==> src/rtl/mult_arb_seq_if.sv <==
// Request/result bundle between two requesters and the shared shift-add multiplier.
interface mult_arb_seq_if;
    logic       req0;
    logic [7:0] x0;
    logic [7:0] y0;
    logic       req1;
    logic [7:0] x1;
    logic [7:0] y1;
    logic       gnt0;
    logic       gnt1;
    logic       busy;
    logic       done;
    logic       done_id;
    logic [15:0] z;

    modport master (
        output req0, x0, y0, req1, x1, y1,
        input  gnt0, gnt1, busy, done, done_id, z
    );

    modport slave (
        input  req0, x0, y0, req1, x1, y1,
        output gnt0, gnt1, busy, done, done_id, z
    );
endinterface

==> src/rtl/mult_arb_seq.sv <==
// Two-requester round-robin front end for one 8x8 unsigned shift-add multiplier.
// One product per 10 clocks: capture, 8 iterations, result presentation.
module mult_arb_seq #(
    parameter bit PRIO_INIT = 1'b0
) (
    input logic           clk,
    input logic           clr_,
    mult_arb_seq_if.slave bus
);

    localparam logic [1:0] StIdle = 2'd0;
    localparam logic [1:0] StRun  = 2'd1;
    localparam logic [1:0] StDone = 2'd2;

    logic [1:0]  state_q, state_d;
    logic [2:0]  cnt_q, cnt_d;
    logic [7:0]  acc_q, acc_d;
    logic [7:0]  mq_q, mq_d;
    logic [7:0]  mcand_q, mcand_d;
    logic        owner_q, owner_d;
    logic        last_id_q, last_id_d;
    logic        gnt0_q, gnt0_d;
    logic        gnt1_q, gnt1_d;
    logic        done_q, done_d;
    logic        done_id_q, done_id_d;
    logic [15:0] z_q, z_d;

    logic        sel;
    logic [8:0]  sum;

    // Tie goes to whoever did not win last; a lone request wins outright.
    assign sel = (bus.req0 && bus.req1) ? ~last_id_q : bus.req1;
    assign sum = {1'b0, acc_q} + (mq_q[0] ? {1'b0, mcand_q} : 9'd0);

    always_comb begin
        state_d   = state_q;
        cnt_d     = cnt_q;
        acc_d     = acc_q;
        mq_d      = mq_q;
        mcand_d   = mcand_q;
        owner_d   = owner_q;
        last_id_d = last_id_q;
        gnt0_d    = 1'b0;
        gnt1_d    = 1'b0;
        done_d    = 1'b0;
        done_id_d = done_id_q;
        z_d       = z_q;

        case (state_q)
            StIdle: begin
                if (bus.req0 || bus.req1) begin
                    mcand_d   = sel ? bus.x1 : bus.x0;
                    mq_d      = sel ? bus.y1 : bus.y0;
                    acc_d     = 8'd0;
                    cnt_d     = 3'd0;
                    owner_d   = sel;
                    last_id_d = sel;
                    gnt0_d    = ~sel;
                    gnt1_d    = sel;
                    state_d   = StRun;
                end
            end
            StRun: begin
                // Upper half accumulates; low product bits shift into mq as it drains.
                acc_d = sum[8:1];
                mq_d  = {sum[0], mq_q[7:1]};
                cnt_d = cnt_q + 3'd1;
                if (cnt_q == 3'd7) begin
                    state_d = StDone;
                end
            end
            StDone: begin
                z_d       = {acc_q, mq_q};
                done_d    = 1'b1;
                done_id_d = owner_q;
                state_d   = StIdle;
            end
            default: begin
                state_d = StIdle;
            end
        endcase
    end

    always_ff @(posedge clk or posedge clr_) begin
        if (clr_) begin
            state_q   <= StIdle;
            cnt_q     <= 3'd0;
            acc_q     <= 8'd0;
            mq_q      <= 8'd0;
            mcand_q   <= 8'd0;
            owner_q   <= 1'b0;
            last_id_q <= ~PRIO_INIT;
            gnt0_q    <= 1'b0;
            gnt1_q    <= 1'b0;
            done_q    <= 1'b0;
            done_id_q <= 1'b0;
            z_q       <= 16'd0;
        end else begin
            state_q   <= state_d;
            cnt_q     <= cnt_d;
            acc_q     <= acc_d;
            mq_q      <= mq_d;
            mcand_q   <= mcand_d;
            owner_q   <= owner_d;
            last_id_q <= last_id_d;
            gnt0_q    <= gnt0_d;
            gnt1_q    <= gnt1_d;
            done_q    <= done_d;
            done_id_q <= done_id_d;
            z_q       <= z_d;
        end
    end

    assign bus.gnt0    = gnt0_q;
    assign bus.gnt1    = gnt1_q;
    assign bus.busy    = (state_q != StIdle);
    assign bus.done    = done_q;
    assign bus.done_id = done_id_q;
    assign bus.z       = z_q;

endmodule

==> src/flat_wrapper.sv <==
// flat-port wrapper written by rule: the top's interface ports become plain ports
module mult_arb_seq_flat 
#(
    parameter bit PRIO_INIT = 1'b0
)
  (clk, clr_, bus_req0, bus_x0, bus_y0, bus_req1, bus_x1, bus_y1, bus_gnt0, bus_gnt1, bus_busy, bus_done, bus_done_id, bus_z);
  mult_arb_seq_if bus_i ();
  input logic clk;
  input logic clr_;
  input wire logic [$bits(bus_i.req0)-1:0] bus_req0;
  input wire logic [$bits(bus_i.x0)-1:0] bus_x0;
  input wire logic [$bits(bus_i.y0)-1:0] bus_y0;
  input wire logic [$bits(bus_i.req1)-1:0] bus_req1;
  input wire logic [$bits(bus_i.x1)-1:0] bus_x1;
  input wire logic [$bits(bus_i.y1)-1:0] bus_y1;
  output wire logic [$bits(bus_i.gnt0)-1:0] bus_gnt0;
  output wire logic [$bits(bus_i.gnt1)-1:0] bus_gnt1;
  output wire logic [$bits(bus_i.busy)-1:0] bus_busy;
  output wire logic [$bits(bus_i.done)-1:0] bus_done;
  output wire logic [$bits(bus_i.done_id)-1:0] bus_done_id;
  output wire logic [$bits(bus_i.z)-1:0] bus_z;
  assign bus_i.req0 = bus_req0;
  assign bus_i.x0 = bus_x0;
  assign bus_i.y0 = bus_y0;
  assign bus_i.req1 = bus_req1;
  assign bus_i.x1 = bus_x1;
  assign bus_i.y1 = bus_y1;
  assign bus_gnt0 = bus_i.gnt0;
  assign bus_gnt1 = bus_i.gnt1;
  assign bus_busy = bus_i.busy;
  assign bus_done = bus_i.done;
  assign bus_done_id = bus_i.done_id;
  assign bus_z = bus_i.z;
  mult_arb_seq #(.PRIO_INIT(PRIO_INIT)) u_core (.clk(clk), .clr_(clr_), .bus(bus_i));
endmodule
==> config.mk <==
export PLATFORM = sky130hd
export DESIGN_NAME = mult_arb_seq_flat
export DESIGN_NICKNAME = d
export VERILOG_FILES = /design/src/rtl/mult_arb_seq_if.sv /design/src/rtl/mult_arb_seq.sv /design/src/flat_wrapper.sv
export SDC_FILE = /design/constraint.sdc
export NUM_CORES = 1
export LEC_CHECK = 0
export ABC_AREA = 1
export CAP_MARGIN = 0
export CELL_PAD_IN_SITES_DETAIL_PLACEMENT = 0
export CELL_PAD_IN_SITES_GLOBAL_PLACEMENT = 1
export CORE_MARGIN = 3
export CORE_UTILIZATION = 24
export CTS_CLUSTER_DIAMETER = 50
export DETAILED_ROUTE_END_ITERATION = 10
export GPL_TIMING_DRIVEN = 1
export HOLD_SLACK_MARGIN = 0.12
export PLACE_DENSITY = 0.62
export SKIP_LAST_GASP = 1
export SLEW_MARGIN = 20
export SYNTH_ARGS = -nofsm -noshare
export SYNTH_HDL_FRONTEND = slang
export SYNTH_SLANG_ARGS = --single-unit
==> constraint.sdc <==
create_clock -name clk -period 1.9 [get_ports clk]
set_input_delay 0.285 -clock clk [delete_from_list [all_inputs] [get_ports clk]]
set_output_delay 0.285 -clock clk [all_outputs]
set_load 0.01 [all_outputs]
After elaboration in Yosys (flattened, before gate mapping) --
Cells that the tools add are included.
Storage, ports and cells: word-level logic and storage cells 47, input port bits 36, register bits after elaboration 51
Cells by class: reduce and logical (&&, ||, !) cells 8, multiplexer cells 18, bitwise operators 2, add/subtract/negate cells 2, equality and inequality tests 5
Operator list (number):
- $mux 8 | 5
- $pmux 8 s2 | 2
- $add 8x9->9 | 1
- $mux 1 | 6
- $pmux 3 s2 | 1
- $reduce_and 2->1 | 3
- $mux 2 | 2
- $ne 2x1->1 const B | 2
- $pmux 2 s2 | 1
- $reduce_bool 2->1 | 2
- $add 3x1->3 const B | 1
- $eq 3x3->1 const B | 1
- $mux 3 | 1
- $eq 2x1->1 const B | 1
- $eq 2x2->1 const B | 1
- $logic_not 2->1 | 1
- $not 1->1 | 2
- $logic_and 1x1->1 | 1
- $logic_or 1x1->1 | 1

Logic depth before layout (Yosys ltp) --
Gate-level depths: netlist of run 1.
depth after elaboration 5, mapped depth 13, gate-level depth less buffers 12

Least setup slack after synthesis of run 1 --
Ideal clock, no wire load.
kind flip-flop to flip-flop, start register u_core.mq_q[0], end register u_core.acc_q[7], setup time 0.117 ns, path slack 0.116 ns, path buffers 1, cell stages (with the launch flop) 14, data arrival time 1.667 ns, data required time 1.783 ns, cells stage by stage dfrtp_1 clkbuf_1 nand2_1 inv_1 ha_1 fa_1 nand2_1 nand2_1 nand3_1 nand2_1 nand2_1 nand2_1 nand2_1 nand2_1
Between the ends: word-level cells in the longest chain between the ends 3
Ends and longest elaborated chain:
- from (decl) | line mult_arb_seq.sv:18 | logic [7:0] mq_q, mq_d;
- from (signal assigned) | line mult_arb_seq.sv:102 | mq_q <= mq_d;
- $mux 8 | line mult_arb_seq.sv:33 | assign sum = {1'b0, acc_q} + (mq_q[0] ? {1'b0, mcand_q} : 9'd0);
- $add 8x9->9 | line mult_arb_seq.sv:33
- $pmux 8 s2 | line mult_arb_seq.sv:49 | case (state_q)
- to (signal assigned) | line mult_arb_seq.sv:88 | acc_q <= 8'd0;
- to (signal assigned) | line mult_arb_seq.sv:101 | acc_q <= acc_d;
- to (decl) | line mult_arb_seq.sv:17 | logic [7:0] acc_q, acc_d;
No other way between the ends. A chain may end at the register's enable or synchronous reset.

Worst setup path after layout of run 1 --
start register u_core.state_q[1], end output port bus_busy
Between the ends: word-level cells in the longest chain between the ends 1
Ends and longest elaborated chain:
- from (decl) | line mult_arb_seq.sv:15 | logic [1:0] state_q, state_d;
- from (signal assigned) | line mult_arb_seq.sv:86 | state_q <= StIdle;
- from (signal assigned) | line mult_arb_seq.sv:99 | state_q <= state_d;
- $reduce_bool 2->1 | line mult_arb_seq.sv:116 | assign bus.busy = (state_q != StIdle);
- to (decl) | line flat_wrapper.sv:18 | output wire logic [$bits(bus_i.busy)-1:0] bus_busy;
No other way between the ends.

==> flow_summary_export.csv, run 1 <==
group,metric,value,unit
cts,clock_latency,0.30,ns
worst_setup_path,timing.critical_path.arrival,1.51,ns
cts,postCtsSetupBuffers,0,
finish,final_common_cell,"nand2_1",
cts,cts.sinks,51,
worst_setup_path,crit_family,"buffers and inverters",
synthesis,synth.distinct_cells,24,
timing,rsz0062_at_grt,"false",
worst_setup_path,critPathMaxFanout,3,
synthesis,synth_area_leader_cell,"dfrtp_1",
cts,cts_buffers,5,
hold_path,hold_path_class,"primary input to async pin",
synthesis,yosys-top-cells-area,"dfrtp_1, nand2_1, inv_1",
pwr,leakage,1.721,nW
global_route,overflow,0,
routing,wirelength,6.110,mm
routing,wl_per_cell,12.00,um
worst_setup_path,crit_path_top_delay_cell,"clkdlybuf4s50_1",
routing,num_vias,2092,
global_route,grt_pass1_vias,1989,
synthesis,ys_seq_area_frac,0.5067,
placed_design,place_inst,502,
worst_setup_path,worstPathCellList,"nor2_1 > inv_1 > clkdlybuf4s50_1",
timing,finalCritPeriodShare,0.9466,
finish,fill_cells,1124,
cts,clkSlewWorstSetupHoldPaths,0.09,ns
finish,seq_area,0.001277,mm^2
synthesis,ys_warn_count,0,
synthesis,synth_top_area_frac,0.4963,
finish,finalNonFillerCells,509,
floorplanning,die_y,108.5,um
timing,worst_hold_slack,0.3432,ns
finish,num_antenna_cells,0,
synthesis,syn_avg_cell_area,8.029,um^2
finish,final_cell_mix,"nand2_1, clkdlybuf4s50_1, dfrtp_1",
timing,finClkSkew,0.008983,ns
timing,worstMarginPinSlew,0.7404,ns
cts,htree_levels,2,
floorplanning,ios,57,
routing,drc,0,
pwr,power.density,1531,mW/mm^2
placed_design,finalWeightedCongestion,0.7662,
routing,first_pass_iters,4,
synthesis,syn_area,0.002521,mm^2
worst_setup_path,crit_path_end_kind,"output port",
timing,final.setup.tns,0,ns
floorplanning,die_width,108.5,um
pwr,ir_drop,0.5162,mV
floorplanning,rows,36,
synthesis,syn_nets,361,
routing,ant_nets,0,
global_route,grtUsageTotal,0.1084,
timing,max_freq,556.0,MHz
timing,setup_viol,0,
synthesis,synth_edf_count,0,
pwr,sw_frac_of_total,0.3884,
pwr,pwr-share-seq,0.374,
status,status,"finished, final reports clean",
global_route,grt_pass1_wl,9.873,mm
worst_setup_path,cp.required,1.62,ns
routing,drtIter0Drc,69,
placed_design,io_buffers,56,
pwr,comb_power_share,0.484,
finish,drive_gt1_frac,0.07447,
timing,fin_crit,1.799,ns
synthesis,synth-seq-cells,51,
job,cap_violations,0,
timing,hold_viol,0,
worst_setup_path,worst-setup-path-type,"flip-flop to output port",
timing,slew_viol_final,0,
finish,nets,423,
worst_setup_path,crit_path_start_kind,"flip-flop",
cts,cts_tree,"built",
pwr,p_int,3.188,mW
pwr,p_switching,2.025,mW
synthesis,async_reset_ff_frac,1.000,
cts,root_buffer,"clkbuf_8",
worst_setup_path,r2r_setup_slack,0.17,ns
placed_design,hpwl,4.522,mm
worst_setup_path,path_buf_inv,2,
worst_setup_path,crit_path_max_incr_delay,0.49,ns
floorplanning,start_util,0.2521,
global_route,antenna_found_initial,0,
synthesis,synthCells,314,
floorplanning,core,0.01000,mm^2
finish,multiInputGateArea,0.001056,mm^2
synthesis,synth-main-ff-cell,"dfrtp_1",
routing,via_per_inst,4.110,
cts,clock_path_buffers,2,
floorplanning,dieArea,0.01177,mm^2
timing,slew_headroom,0.5059,
global_route,grt_max_degree,52,
finish,syn_to_final_growth,35.09,%
pwr,clkPwrFrac,0.142,
==> layer usage <==
| layer | routed length (um) | GRT usage | vias up |
|---|---|---|---|
| met5 | 0 | 0 | - |
| met4 | 55 | 0.03246 | 0 |
| met3 | 233 | 0.02149 | 4 |
| met2 | 2615 | 0.1637 | 42 |
| met1 | 3204 | 0.1561 | 942 |
| li1 | - | - | 1104 |
==> tightest hold or removal path, delay by kind of cell <==
kind     cells  cell delay [ns]
buf+inv      3             0.73
==> flip-flops by register name (all words and copies together), names as in the netlist, 2 cells and up <==
signal	flops
u_core.acc_q	8
u_core.bus.z	16
u_core.cnt_q	3
u_core.mcand_q	8
u_core.mq_q	8
u_core.state_q	2
==> through the flow <==
stage | util | area (um^2) | power [mW] | worst slack [ns]
after global placement | 0.3280 | 3279 | 4.478 | 0.1359
after floorplan | - | 2521 | 3.495 | 0.1160
after detailed placement | 0.3280 | 3279 | 4.494 | 0.1299
final | 0.3406 | 3406 | 5.213 | 0.1015
after global routing | 0.3406 | 3406 | 5.736 | 0.0001306
after CTS | 0.3382 | 3382 | 5.260 | 0.07337
==> worst paths after layout <==
path | endpoint | depth (start not counted) | startpoint
setup / recovery | bus_busy | 3 | u_core.state_q[1]
hold / removal | u_core.acc_q[4] | 3 | clr_
setup reg to reg | u_core.acc_q[7] | 12 | u_core.mq_q[0]
hold reg to reg | u_core.bus.z[0] | 2 | u_core.bus.z[0]
max in group asynchronous | u_core.last_id_q | 3 | clr_
min in group clk | u_core.bus.z[0] | 2 | u_core.bus.z[0]
==> power by group through the flow <==
stage,clock [mW],sequential (mW),combinational (mW)
global placement,0,1.97,2.51
finish,0.739,1.95,2.52
detailed placement,0,1.97,2.52
floorplan,0,1.97,1.53
global route,0.796,2.02,2.92
CTS,0.764,1.96,2.54
==> final cells by class <==
class / count / share of cell area
Inverter: 42 / 0.04629
Clock inverter: 1 / 0.008817
Multi-Input combinational cell: 212 / 0.3101
Clock buffer: 6 / 0.02131
Timing Repair Buffer: 64 / 0.1896
Tap cell: 133 / 0.04886
Sequential cell: 51 / 0.3751
==> cell usage after synthesis (4+ instances only) <==
| master | count |
|---|---|
| inv_1 | 40 |
| o211ai_1 | 9 |
| a21oi_1 | 6 |
| o21ai_0 | 18 |
| nand2_1 | 131 |
| dfrtp_1 | 50 |
| nand3_1 | 16 |
| ha_1 | 10 |
| nor2_1 | 8 |
| buf_2 | 4 |
==> timing repair <==
action,4_1_cts,5_1_grt
endpoints found under the setup margin,0,3
gates resized for setup,0,4
hold buffers,0,0
==> kinds of logic (layout without fill, tap and decap cells) <==
family | Yosys count | after routing | synth area share
DFF | 51 | 51 | 0.5067
AOI/OAI and AO/OA | 38 | 38 | 0.08834
adders and majority gates | 11 | 11 | 0.05757
and+or+nand+nor | 163 | 163 | 0.2635
buffers and inverters | 51 | 113 | 0.08387
No activity file was read; power rests on OpenSTA's default activity.
==> run 2: changes to the inputs <==
- CORE_MARGIN: 3 -> not set
==> flow_summary_export.csv, run 2 (synthesis results as in run 1) <==
group,metric,value,unit
finish,seq_area,0.001277,mm^2
timing,setup_viol,0,
timing,worst_hold_slack,0.3635,ns
job,cap_violations,0,
routing,drc,0,
finish,drive_gt1_frac,0.07916,
placed_design,place_inst,507,
timing,finClkSkew,0.009540,ns
cts,holdBufCountCts,0,
floorplanning,rows,37,
routing,wirelength,6.056,mm
cts,clock_latency,0.30,ns
worst_setup_path,worst-setup-path-type,"flip-flop to flip-flop",
worst_setup_path,cp_common_cell,"nand2_1",
timing,finalCritPeriodShare,0.9274,
routing,drtIter0Drc,94,
placed_design,hpwl,4.461,mm
cts,htree_levels,2,
cts,cts_tree,"built",
worst_setup_path,crit_path_top_delay_cell,"dfrtp_1",
timing,slew_viol_final,0,
floorplanning,die_y,104.5,um
finish,final_cell_mix,"nand2_1, clkdlybuf4s50_1, dfrtp_1",
global_route,grtUsageTotal,0.1193,
worst_setup_path,crit_family,"adder cells",
routing,num_vias,2156,
worst_setup_path,critPathMaxFanout,5,
finish,largest_reg_flops,16,
worst_setup_path,path_buf_inv,1,
worst_setup_path,cp.required,2.10,ns
cts,postCtsSetupBuffers,0,
worst_setup_path,crit_path_start_kind,"flip-flop",
finish,fill_cells,1119,
finish,postLayoutCellArea,0.003441,mm^2
finish,nets,425,
global_route,antenna_found_initial,0,
cts,clock_path_buffers,2,
floorplanning,ios,57,
cts,cts_buffers,5,
placed_design,place_area,0.003298,mm^2
cts,clkSlewWorstSetupHoldPaths,0.10,ns
global_route,grt_pass1_wl,10.44,mm
global_route,grt_max_degree,52,
timing,fin_crit,1.762,ns
finish,num_antenna_cells,0,
pwr,leakage,1.747,nW
worst_setup_path,crit_path_end_kind,"flip-flop",
cts,cts.sinks,51,
finish,postLayoutCoreUtil,0.3363,
timing,max_freq,567.5,MHz
routing,first_pass_iters,5,
finish,multiInputGateArea,0.001042,mm^2
global_route,overflow,0,
pwr,power.density,1571,mW/mm^2
timing,final.setup.tns,0,ns
floorplanning,die_width,104.5,um
routing,ant_nets,0,
worst_setup_path,worstPathCellList,"nand2_1 > inv_1 > ha_1 > fa_1 > nand2_2 > nand2_2 > nand3_2 > nand2_1 > nand2_1 > nand2_1 > nand2_1 > nand2_1",
worst_setup_path,timing.critical_path.arrival,1.96,ns
worst_setup_path,crit_path_max_incr_delay,0.43,ns
routing,wl_per_cell,11.76,um
timing,slew_headroom,0.5250,
cts,ctsResizeCount,0,
timing,worstMarginPinSlew,0.7118,ns
finish,final_common_cell,"nand2_1",
timing,rsz0062_at_grt,"true",
finish,syn_to_final_growth,36.48,%
routing,via_per_inst,4.186,
pwr,ir_drop,0.6089,mV
floorplanning,start_util,0.2464,
floorplanning,core,0.01023,mm^2
timing,hold_viol,0,
global_route,grt_pass1_vias,2146,
floorplanning,dieArea,0.01092,mm^2
status,status,"finished, final reports clean",
hold_path,hold_path_class,"primary input to async pin",
placed_design,io_buffers,56,
cts,root_buffer,"clkbuf_8",
placed_design,finalWeightedCongestion,0.8247,
finish,finalNonFillerCells,515,
[run 2: cell count changes in the layout (fill, tap and decap cells not counted), sizes merged]
cell,before,now
bufinv,1,2
buf,8,10
[run 2: final cells by class]
type | count | area share
inverters | 42 | 0.04582
multi-input cells | 212 | 0.3029
well taps | 136 | 0.04945
repair buffers | 66 | 0.1920
flip-flops and latches | 51 | 0.3713
clock buffers | 6 | 0.02109
clock inverters | 2 | 0.01745
[run 2: path summary, 6_finish.rpt]
kind                                        from                to  slack [ns]  depth (start not counted)
worst max register to register    u_core.mq_q[0]   u_core.acc_q[7]        0.14                         12
worst min-delay path                        clr_  u_core.bus.z[13]        0.36                          3
worst min register to register  u_core.last_id_q  u_core.last_id_q        0.47                          2
worst max-delay path              u_core.mq_q[0]   u_core.acc_q[7]        0.14                         12
max in group asynchronous                   clr_  u_core.last_id_q        1.24                          3
min in group clk                u_core.last_id_q  u_core.last_id_q        0.47                          2
[run 2: layer usage]
metal / global-route usage / wire length (um) / share of wire
met3: 0.02757 / 301 / 0.050
met2: 0.1835 / 2619 / 0.43
met1: 0.1699 / 3102 / 0.51
met5: 0 / 0 / 0
met4: 0.02449 / 32 / 0.0053
[run 2: worst min-delay path: cells and delay by family]
| kind | cells | cell delay [ns] |
|---|---|---|
| buffers and inverters | 3 | 0.77 |
[run 2: metrics by stage]
stage | total power, mW | setup WS (ns)
after global routing | 5.895 | -0.02321
after CTS | 5.454 | 0.1067
after global placement | 4.515 | 0.1487
final | 5.405 | 0.1379
after detailed placement | 4.533 | 0.1270
after floorplan | 3.495 | 0.1160
[run 2: power by group]
part | leakage [nW] | switching (mW) | internal [mW] | total (mW)
Sequential | 0.616 | 0.333 | 1.61 | 1.95
Combinational | 1.07 | 1.37 | 1.20 | 2.57
Clock | 0.0654 | 0.360 | 0.527 | 0.886
